## src/rtl/fpu_pkg.sv

```systemverilog
// fpu_pkg: shared types and constants for the double-precision FPU issue path.
//   fpu_op_t        - 4-bit opcode; encodings 13..15 are unassigned and are
//                     treated as single-cycle pass-through operations.
//   lat_class_t     - latency class an opcode belongs to.
//   sched_state_t   - issue scheduler states.
//   latClassOf()    - opcode -> latency class mapping.
//   DEF_*_LAT       - default FPU latencies per class (cycles).
package fpu_pkg;

  typedef enum logic [3:0] {
    FOP_ADD   = 4'd0,
    FOP_SUB   = 4'd1,
    FOP_MIN   = 4'd2,
    FOP_MAX   = 4'd3,
    FOP_CMP   = 4'd4,
    FOP_MUL   = 4'd5,
    FOP_FMADD = 4'd6,
    FOP_FMSUB = 4'd7,
    FOP_DIV   = 4'd8,
    FOP_SQRT  = 4'd9,
    FOP_CVT   = 4'd10,
    FOP_SGNJ  = 4'd11,
    FOP_CLASS = 4'd12
  } fpu_op_t;

  typedef enum logic [2:0] {
    LC_ADD, LC_MUL, LC_FMA, LC_DIV, LC_SQRT, LC_MISC
  } lat_class_t;

  typedef enum logic [1:0] {
    S_IDLE, S_EXEC, S_RESP
  } sched_state_t;

  localparam int DEF_ADD_LAT  = 3;
  localparam int DEF_MUL_LAT  = 4;
  localparam int DEF_FMA_LAT  = 5;
  localparam int DEF_DIV_LAT  = 22;
  localparam int DEF_SQRT_LAT = 28;
  localparam int DEF_MISC_LAT = 1;

  // Anything not explicitly arithmetic (including unassigned encodings)
  // falls into the short MISC class.
  function automatic lat_class_t latClassOf(input fpu_op_t op);
    case (op)
      FOP_ADD, FOP_SUB, FOP_MIN, FOP_MAX, FOP_CMP: return LC_ADD;
      FOP_MUL:                                     return LC_MUL;
      FOP_FMADD, FOP_FMSUB:                        return LC_FMA;
      FOP_DIV:                                     return LC_DIV;
      FOP_SQRT:                                    return LC_SQRT;
      default:                                     return LC_MISC;
    endcase
  endfunction

endpackage

```

## src/rtl/rr_arb2.sv

```systemverilog
// rr_arb2: two-input round-robin arbiter.
//   clk, rst_n  - clock, synchronous active-low reset
//   req[1:0]    - request lines
//   advance     - the current grant was accepted; pass priority on
//   grant[1:0]  - one-hot grant (zero when no request)
module rr_arb2
  import fpu_pkg::*;
(
  input  logic       clk,
  input  logic       rst_n,
  input  logic [1:0] req,
  input  logic       advance,
  output logic [1:0] grant
);

  // ptr_q names the requester that wins when both are requesting.
  logic ptr_q;
  logic ptr_d;

  always_comb begin
    if (req == 2'b11) grant = ptr_q ? 2'b10 : 2'b01;
    else              grant = req;
  end

  // Priority moves to the requester that was not just served.
  always_comb begin
    ptr_d = ptr_q;
    if (advance) ptr_d = grant[0];
  end

  always_ff @(posedge clk) begin
    if (!rst_n) ptr_q <= 1'b0;
    else        ptr_q <= ptr_d;
  end

endmodule

```

## src/rtl/dfpu_sched.sv

```systemverilog
// dfpu_sched: single-issue scheduler for the double-precision FPU.
//   clk, rst_n                  - clock, synchronous active-low reset
//   reqValid/reqReady [1:0]     - request handshake per requester
//   reqOp/reqA/reqB/reqC/reqTag - request payload per requester
//   flush                       - abort in-flight work, drop pending response
//   fpuOpA/B/C, fpuOp           - latched operands/opcode to the FPU
//   fpuEnable                   - one-cycle start pulse
//   fpuResult, fpuFlags         - FPU outputs, sampled when the latency expires
//   rspValid/rspReady           - response handshake
//   rspData/rspFlags/rspTag/rspId - response payload
//   busy                        - an operation is in flight or awaiting pickup
module dfpu_sched
  import fpu_pkg::*;
#(
  parameter int ADD_LAT  = DEF_ADD_LAT,
  parameter int MUL_LAT  = DEF_MUL_LAT,
  parameter int FMA_LAT  = DEF_FMA_LAT,
  parameter int DIV_LAT  = DEF_DIV_LAT,
  parameter int SQRT_LAT = DEF_SQRT_LAT,
  parameter int MISC_LAT = DEF_MISC_LAT,
  parameter int TAG_W    = 4
) (
  input  logic             clk,
  input  logic             rst_n,
  input  logic [1:0]       reqValid,
  output logic [1:0]       reqReady,
  input  fpu_op_t          reqOp  [2],
  input  logic [63:0]      reqA   [2],
  input  logic [63:0]      reqB   [2],
  input  logic [63:0]      reqC   [2],
  input  logic [TAG_W-1:0] reqTag [2],
  input  logic             flush,
  output logic [63:0]      fpuOpA,
  output logic [63:0]      fpuOpB,
  output logic [63:0]      fpuOpC,
  output fpu_op_t          fpuOp,
  output logic             fpuEnable,
  input  logic [63:0]      fpuResult,
  input  logic [6:0]       fpuFlags,
  output logic             rspValid,
  input  logic             rspReady,
  output logic [63:0]      rspData,
  output logic [6:0]       rspFlags,
  output logic [TAG_W-1:0] rspTag,
  output logic             rspId,
  output logic             busy
);

  // The 5-bit down-counter limits every latency to 1..31.
  if (ADD_LAT < 1 || ADD_LAT > 31 || MUL_LAT < 1 || MUL_LAT > 31 ||
      FMA_LAT < 1 || FMA_LAT > 31 || DIV_LAT < 1 || DIV_LAT > 31 ||
      SQRT_LAT < 1 || SQRT_LAT > 31 || MISC_LAT < 1 || MISC_LAT > 31) begin : gBadLat
    $fatal(1, "dfpu_sched: latency parameters must lie in 1..31");
  end

  function automatic logic [4:0] opLatency(input fpu_op_t op);
    case (latClassOf(op))
      LC_ADD:  return 5'(ADD_LAT);
      LC_MUL:  return 5'(MUL_LAT);
      LC_FMA:  return 5'(FMA_LAT);
      LC_DIV:  return 5'(DIV_LAT);
      LC_SQRT: return 5'(SQRT_LAT);
      default: return 5'(MISC_LAT);
    endcase
  endfunction

  sched_state_t     state_q;
  logic [4:0]       cnt_q;
  logic             fpuEnable_q;
  logic             rspValid_q;
  logic [63:0]      opA_q, opB_q, opC_q;
  fpu_op_t          op_q;
  logic [TAG_W-1:0] tag_q;
  logic             id_q;
  logic [63:0]      rspData_q;
  logic [6:0]       rspFlags_q;

  logic [1:0] grant;
  logic       canAccept;
  logic       accept;
  logic       gntIdx;

  // Acceptance is withheld during reset and flush so neither can lose a request.
  assign canAccept = (state_q == S_IDLE) && rst_n && !flush;
  assign reqReady  = grant & {2{canAccept}};
  assign accept    = |(reqReady & reqValid);
  assign gntIdx    = grant[1];

  rr_arb2 uArb (
    .clk     (clk),
    .rst_n   (rst_n),
    .req     (reqValid),
    .advance (accept),
    .grant   (grant)
  );

  // Counter is loaded with L on accept and the FPU is sampled when it reaches
  // zero, so the result is taken L cycles after the enable pulse.
  always_ff @(posedge clk) begin
    if (!rst_n) begin
      state_q     <= S_IDLE;
      cnt_q       <= 5'd0;
      fpuEnable_q <= 1'b0;
      rspValid_q  <= 1'b0;
      opA_q       <= 64'd0;
      opB_q       <= 64'd0;
      opC_q       <= 64'd0;
      op_q        <= FOP_ADD;
      tag_q       <= '0;
      id_q        <= 1'b0;
      rspData_q   <= 64'd0;
      rspFlags_q  <= 7'd0;
    end else begin
      fpuEnable_q <= 1'b0;
      if (flush) begin
        state_q    <= S_IDLE;
        rspValid_q <= 1'b0;
      end else begin
        case (state_q)
          S_IDLE: begin
            if (accept) begin
              opA_q       <= reqA[gntIdx];
              opB_q       <= reqB[gntIdx];
              opC_q       <= reqC[gntIdx];
              op_q        <= reqOp[gntIdx];
              tag_q       <= reqTag[gntIdx];
              id_q        <= gntIdx;
              cnt_q       <= opLatency(reqOp[gntIdx]);
              fpuEnable_q <= 1'b1;
              state_q     <= S_EXEC;
            end
          end
          S_EXEC: begin
            if (cnt_q == 5'd0) begin
              rspData_q  <= fpuResult;
              rspFlags_q <= fpuFlags;
              rspValid_q <= 1'b1;
              state_q    <= S_RESP;
            end else begin
              cnt_q <= cnt_q - 5'd1;
            end
          end
          S_RESP: begin
            if (rspReady) begin
              rspValid_q <= 1'b0;
              state_q    <= S_IDLE;
            end
          end
          default: state_q <= S_IDLE;
        endcase
      end
    end
  end

  assign fpuOpA    = opA_q;
  assign fpuOpB    = opB_q;
  assign fpuOpC    = opC_q;
  assign fpuOp     = op_q;
  assign fpuEnable = fpuEnable_q;
  assign rspValid  = rspValid_q;
  assign rspData   = rspData_q;
  assign rspFlags  = rspFlags_q;
  assign rspTag    = tag_q;
  assign rspId     = id_q;
  assign busy      = (state_q != S_IDLE);

endmodule
```

## config.mk

```make
export PLATFORM = sky130hd
export DESIGN_NAME = dfpu_sched
export DESIGN_NICKNAME = d
export VERILOG_FILES = /design/src/rtl/fpu_pkg.sv /design/src/rtl/rr_arb2.sv /design/src/rtl/dfpu_sched.sv
export SDC_FILE = /design/constraint.sdc
export NUM_CORES = 1
export LEC_CHECK = 0
export BUFFER_PORTS_ARGS = -buffer_cell sky130_fd_sc_hd__buf_2
export CAP_MARGIN = 20
export CORE_AREA = 4 4 294 296
export CTS_CLUSTER_SIZE = 40
export DETAILED_ROUTE_END_ITERATION = 7
export DIE_AREA = 0 0 298 300
export GPL_ROUTABILITY_DRIVEN = 0
export SLEW_MARGIN = 10
export SYNTH_ARGS = -nofsm -noshare
export SYNTH_HDL_FRONTEND = slang
export SYNTH_HIERARCHICAL = 1
export SYNTH_SLANG_ARGS = --single-unit
```

## constraint.sdc

```tcl
create_clock -name clk -period 2.14 [get_ports clk]
set_clock_uncertainty 0.05 [all_clocks]
set_input_delay 0.428 -clock clk [delete_from_list [all_inputs] [get_ports clk]]
set_output_delay 0.428 -clock clk [all_outputs]
set_load 0.02 [all_outputs]
```

Yosys cells after proc, flatten, opt, wreduce, memory -nomap -nowiden
Memory sizes are Yosys's and may differ from the RTL's.
Index checks and enable logic that the tools add are counted.
W data, S select, Z words.

cells by class
  $add $sub $neg = 1
  $lt $le $gt $ge = 1
  eq/ne operators = 11
  muxes and demuxes = 33
  bitwise operators = 6
  reductions and logical operators = 17

operators by type and width
  cell                   count
  $mux W64               9
  $pmux W5 S5            1
  $mux W4                6
  $mux W3                4
  $reduce_and A3 Y1      4
  $mux W2                5
  $mux W5                2
  $pmux W5 S2            1
  $ne A2 B2 Y1 const B   4
  $eq A3 B2 Y1 const B   2
  $pmux W2 S3            1
  $reduce_bool A2 Y1     3
  $logic_not A5 Y1       1
  $sub A5 B1 Y5 const B  1
  $and A2 B2 Y2          2
  $eq A2 B2 Y1 const B   2
  $reduce_and A4 Y1      1
  $reduce_or A2 Y1       2
  $eq A3 B1 Y1 const B   1
  $eq A3 B3 Y1 const B   1
  $logic_not A3 Y1       1
  $mux W1                3
  $not A1 Y1             3
  $reduce_or A3 Y1       1
  other kinds (7)        8

storage, ports and cells
  flip-flop bits (word level) = 282
  ROM bits = 48
  input bits = 477
  output and inout port bits = 277
  logic and storage cells = 83
  memories kept = 1

memories
  name              depth  bits a word  rd ports  clocked after memory_dff  wr ports  RTL line       source
  (name not given)  16     3            1         0                         0         fpu_pkg.sv:44  case (op)

Longest topological paths before layout
An unclocked memory read counts as a cell.

  depth after elaboration = 15
  mapped depth = 10
  mapped depth without buffers = 7

Hierarchy
The synthesis kept the hierarchy.

modules (own cells, without submodules)
  module      times used  cells each  area each (um^2)  sequential area each (um^2)
  dfpu_sched  1           1,292       12,884.9          5,625.4
  rr_arb2     1           6           60.1              20.0

Least setup slack after synthesis
No wires, ideal clock.

  path kind = in2out
  start point = input port reqValid[1]
  end point = output port reqReady[1]
  arrival = 1,593 ps
  required time = 1,662 ps
  path slack = 69 ps
  stages on the path = 6
  path buffers = 4
  path through = a21boi_0 > buf_2 > buf_2 > buf_2 > buf_2 > and2_1

between the ends
  cells in the longest elaborated chain, start to end = 3

ends and longest elaborated chain
  item               RTL line          source
  from (decl)        dfpu_sched.sv:25  input logic [1:0] reqValid,
  $eq A2 B2 Y1       rr_arb2.sv:21     if (req == 2'b11) grant = ptr_q ? 2'b10 : 2'b01;
  $mux W2 (*)        rr_arb2.sv:21
  $and A2 B2 Y2 (*)  dfpu_sched.sv:85  assign reqReady = grant & {2{canAccept}};
  to (decl)          dfpu_sched.sv:26  output logic [1:0] reqReady,

Mark *: on every way between the ends. The rest lies on a longest branch, timed or not.

Worst setup path in the final report
  start point = register state_q[0]
  end point = output port reqReady[0]

between the ends
  cells in the longest elaborated chain, start to end = 4

ends and longest elaborated chain
  item                              RTL line           source
  from (decl)                       dfpu_sched.sv:67   sched_state_t state_q;
  from (signal assigned)            dfpu_sched.sv:101  state_q <= S_IDLE;
  from (signal assigned)            dfpu_sched.sv:116  state_q <= S_IDLE;
  from (signal assigned)            dfpu_sched.sv:130  state_q <= S_EXEC;
  $logic_not A2 Y1                  dfpu_sched.sv:84   assign canAccept = (state_q == S_IDLE) && rst_n && !flush;
  $logic_and A1 B1 Y1 (2 in a row)  dfpu_sched.sv:84
  $and A2 B2 Y2                     dfpu_sched.sv:85

No other way between the ends.

==> results.md <==
* Peak VDD IR at between 0.0004 and 0.0005 V
* Drt wl/cell at 15.3 um
* Cell variety after synth at 50
* Synthesis-to-layout area growth at 51.5%
* Buffers added on ports at 753
* Synth warn at 6
* WP data required at between 1.5 and 2 ns
* Gr usage total at 0.100
* Slew Viols, Final at 0
* Setup violators final at 0
* Initial antenna violation count at 9
* Die Wd at approximately 300 um
* CTS Buffer Depth at 3
* Gate count after technology mapping at 1298
* Register area share after synthesis at 0.436
* Vias in the first global route at 12.4k
* HP Class: primary input to flip-flop
* Max Cap Viol at 0
* Unrepaired setup endpoints after global routing: yes
* EDFF count, synth at 0
* GRT met1 Usage at 0.111
* Asr flop ratio synth at 0
* Detailed Route WL at 48200 um
* Post-synth top cells: 282 x dfxtp_1, 210 x nand2_1, 200 x mux2i_1
* Row Count at 106
* PD cells at between 700 and 800 nW/um2
* Cell with the most instances after synthesis: dfxtp_1
* Crit path arrival time at 1.59 ns
* Final core utilization at 0.235
* Ports at 754
* Slew headroom at 0.550
* Met3 usage at 0.0380
* Clk_lat worst skew at 0.54 ns
* Seq cells post-synth at roughly 280
* DR vias at around 12k
* Core area at roughly 84000 um2
* 1st-pass router iterations at 4
* Share of cells above drive strength 1 at 0.495
* Max Freq at 484 MHz
* Leakage at a little over 9 nW
* Outcome: finished clean
* Setup slack, reg-to-reg at 0.07 ns
* Clock Pin Slew Worst Setup and Hold Paths at 0.06 ns
* # clock sinks at 282
* Mean Syn Cell Area at 9.97 um2
* Die span in y at 300 um
* Slack of the critical path at ~0.075 ns
* Total congestion overflow at 0
* Syn_nets at 1777
* Remaining DRCs at 0
* Htree depth at 2
* Crit path time final at 2.07 ns
* Crit path max fanout at 3
* Area of the die at about 89000 um2
* Initial Util at 0.155
* Pin count of the biggest net entering global routing at roughly 140
* DP Wirelength at slightly below 40000 um
* Num CTS Buffers at 35
* Top cell type's share of synthesized area at 0.436
* Met2 usage at 0.170
* First-pass GRT wire length at 71200 um
* Final hold violation count at 0
* Startpoint Class: flip-flop
* First DRT Iteration DRCs at 394
* Worst hold slack at 0.0772 ns
* Busiest grt layer: met2
* CP Capture Type: output port
* TritonCTS clock tree: built
* Final ANT Viol Nets at 0
* Top FF cell, synth: dfxtp_1
* Dpl ws at 0.0338 ns
* Dominant cell type by area after synthesis: dfxtp_1
* Mapped cell area at 12900 um2
* Area contributors post-synth: dfxtp_1 44%, mux2i_1 15%, a211oi_2 12%, nand2_1 6.1%, o211a_1 4.6%
* Via density at 3.87
* Root Driver: clkbuf_16
* WS Path Type: flip-flop to output port
* Final Net Count at 2528
* Setup tns final at 0 ns
* Period utilization at 0.965
* Slew of the pin with the lowest slew margin at 0.675 ns
==> logic make-up (layout without fill, tap and decap cells) <==
family | after synthesis | in the layout | share of synthesized area
xor gates and xnor gates | 2 | 2 | 0.00135
DFF | 282 | 282 | 0.436
other | 0 | 5 | 0
buffers and inverters | 124 | 900 | 0.0535
and+or+nand+nor | 390 | 390 | 0.122
AOI/OAI and AO/OA | 297 | 297 | 0.230
adders and majority gates | 2 | 2 | 0.00193
muxes | 201 | 201 | 0.156
==> cells in the final DEF, fill, tap and decap left out, drive strengths merged, types with 2 or more instances in the layout <==
cell type	synthesis	routed
a211oi	138	138
dfxtp	282	282
xor2	2	2
and3	2	2
buf	65	831
nor2b	3	3
nor2	149	149
nor4b	2	2
o32a	2	2
inv	7	8
a21o	2	2
a21boi	74	74
o211ai	2	2
clkinv	0	8
bufinv	0	7
nand2b	4	4
nand2	210	210
o21ai	4	4
nor3	6	6
ha	2	2
a21oi	8	8
mux2i	200	200
o211a	60	60
diode	0	5
clkbuf	52	45
and2	3	3
o311ai	2	2
nor3b	2	2
==> state kept, by name, indices dropped and copies added (netlist names), 2 cells and up <==
register	flops
rspData	64
cnt_q	5
state_q	2
fpuOpA	64
fpuOpB	64
rspTag	4
fpuOpC	64
rspFlags	7
fpuOp	4
==> worst max-delay path: stages, from the launching register on <==
cell	delay, ns
dfxtp_2	0.34
nor4b_4	0.35
and2_4	0.24
buf_6	0.12
==> through the flow <==
stage                     cell area (um2)  cells  total power (W)
after CTS                           19500   3154           0.0147
after floorplan                     12900   1298          0.00695
after detailed placement            18200   3090          0.00798
after global placement              18200   3090          0.00796
final                               19600   3159           0.0144
after global routing                19600   3159           0.0151
==> power by group <==
part / leakage, nW / total (W) / switching (W) / internal (W)
sequential: 2.29 / 0.00558 / 0.000112 / 0.00547
combinational: 6.29 / 0.00227 / 0.00125 / 0.00102
clock: 0.628 / 0.00653 / 0.00240 / 0.00413
total: 9.21 / 0.0144 / 0.00377 / 0.0106
==> timing repair <==
item	CTS	global route
gates cloned	0	0
hold buffers	0	0
resized for setup	4	21
buffers inserted	2	0
pin swaps	2	3
endpoints found under the setup margin	2	131
==> final cells by class <==
type,instances,area (um2)
fillers,9097,63900
multi-input cells,892,6640
flip-flops and latches,282,5650
repair buffers,831,4650
well taps,1080,1350
clock buffers,45,995
clock inverters,17,278
inverters,7,33.8
diodes,5,12.5
==> path summary, 6_finish.rpt <==
kind | from | to | cells after the start
min | fpuResult[11] | rspData[11] | 3
max | state_q[0] | reqReady[0] | 3
min reg2reg | rspData[45] | rspData[45] | 2
max reg2reg | uArb/ptr_q | fpuOpA[22] | 9
==> per-layer routing <==
| layer | share of wire | routed length [um] |
|---|---|---|
| met5 | 0.0011 | 55 |
| met4 | 0.047 | 2260 |
| met3 | 0.093 | 4490 |
| met2 | 0.47 | 22500 |
| met1 | 0.39 | 18900 |
Note: power is estimated with default switching activity, not from simulation.
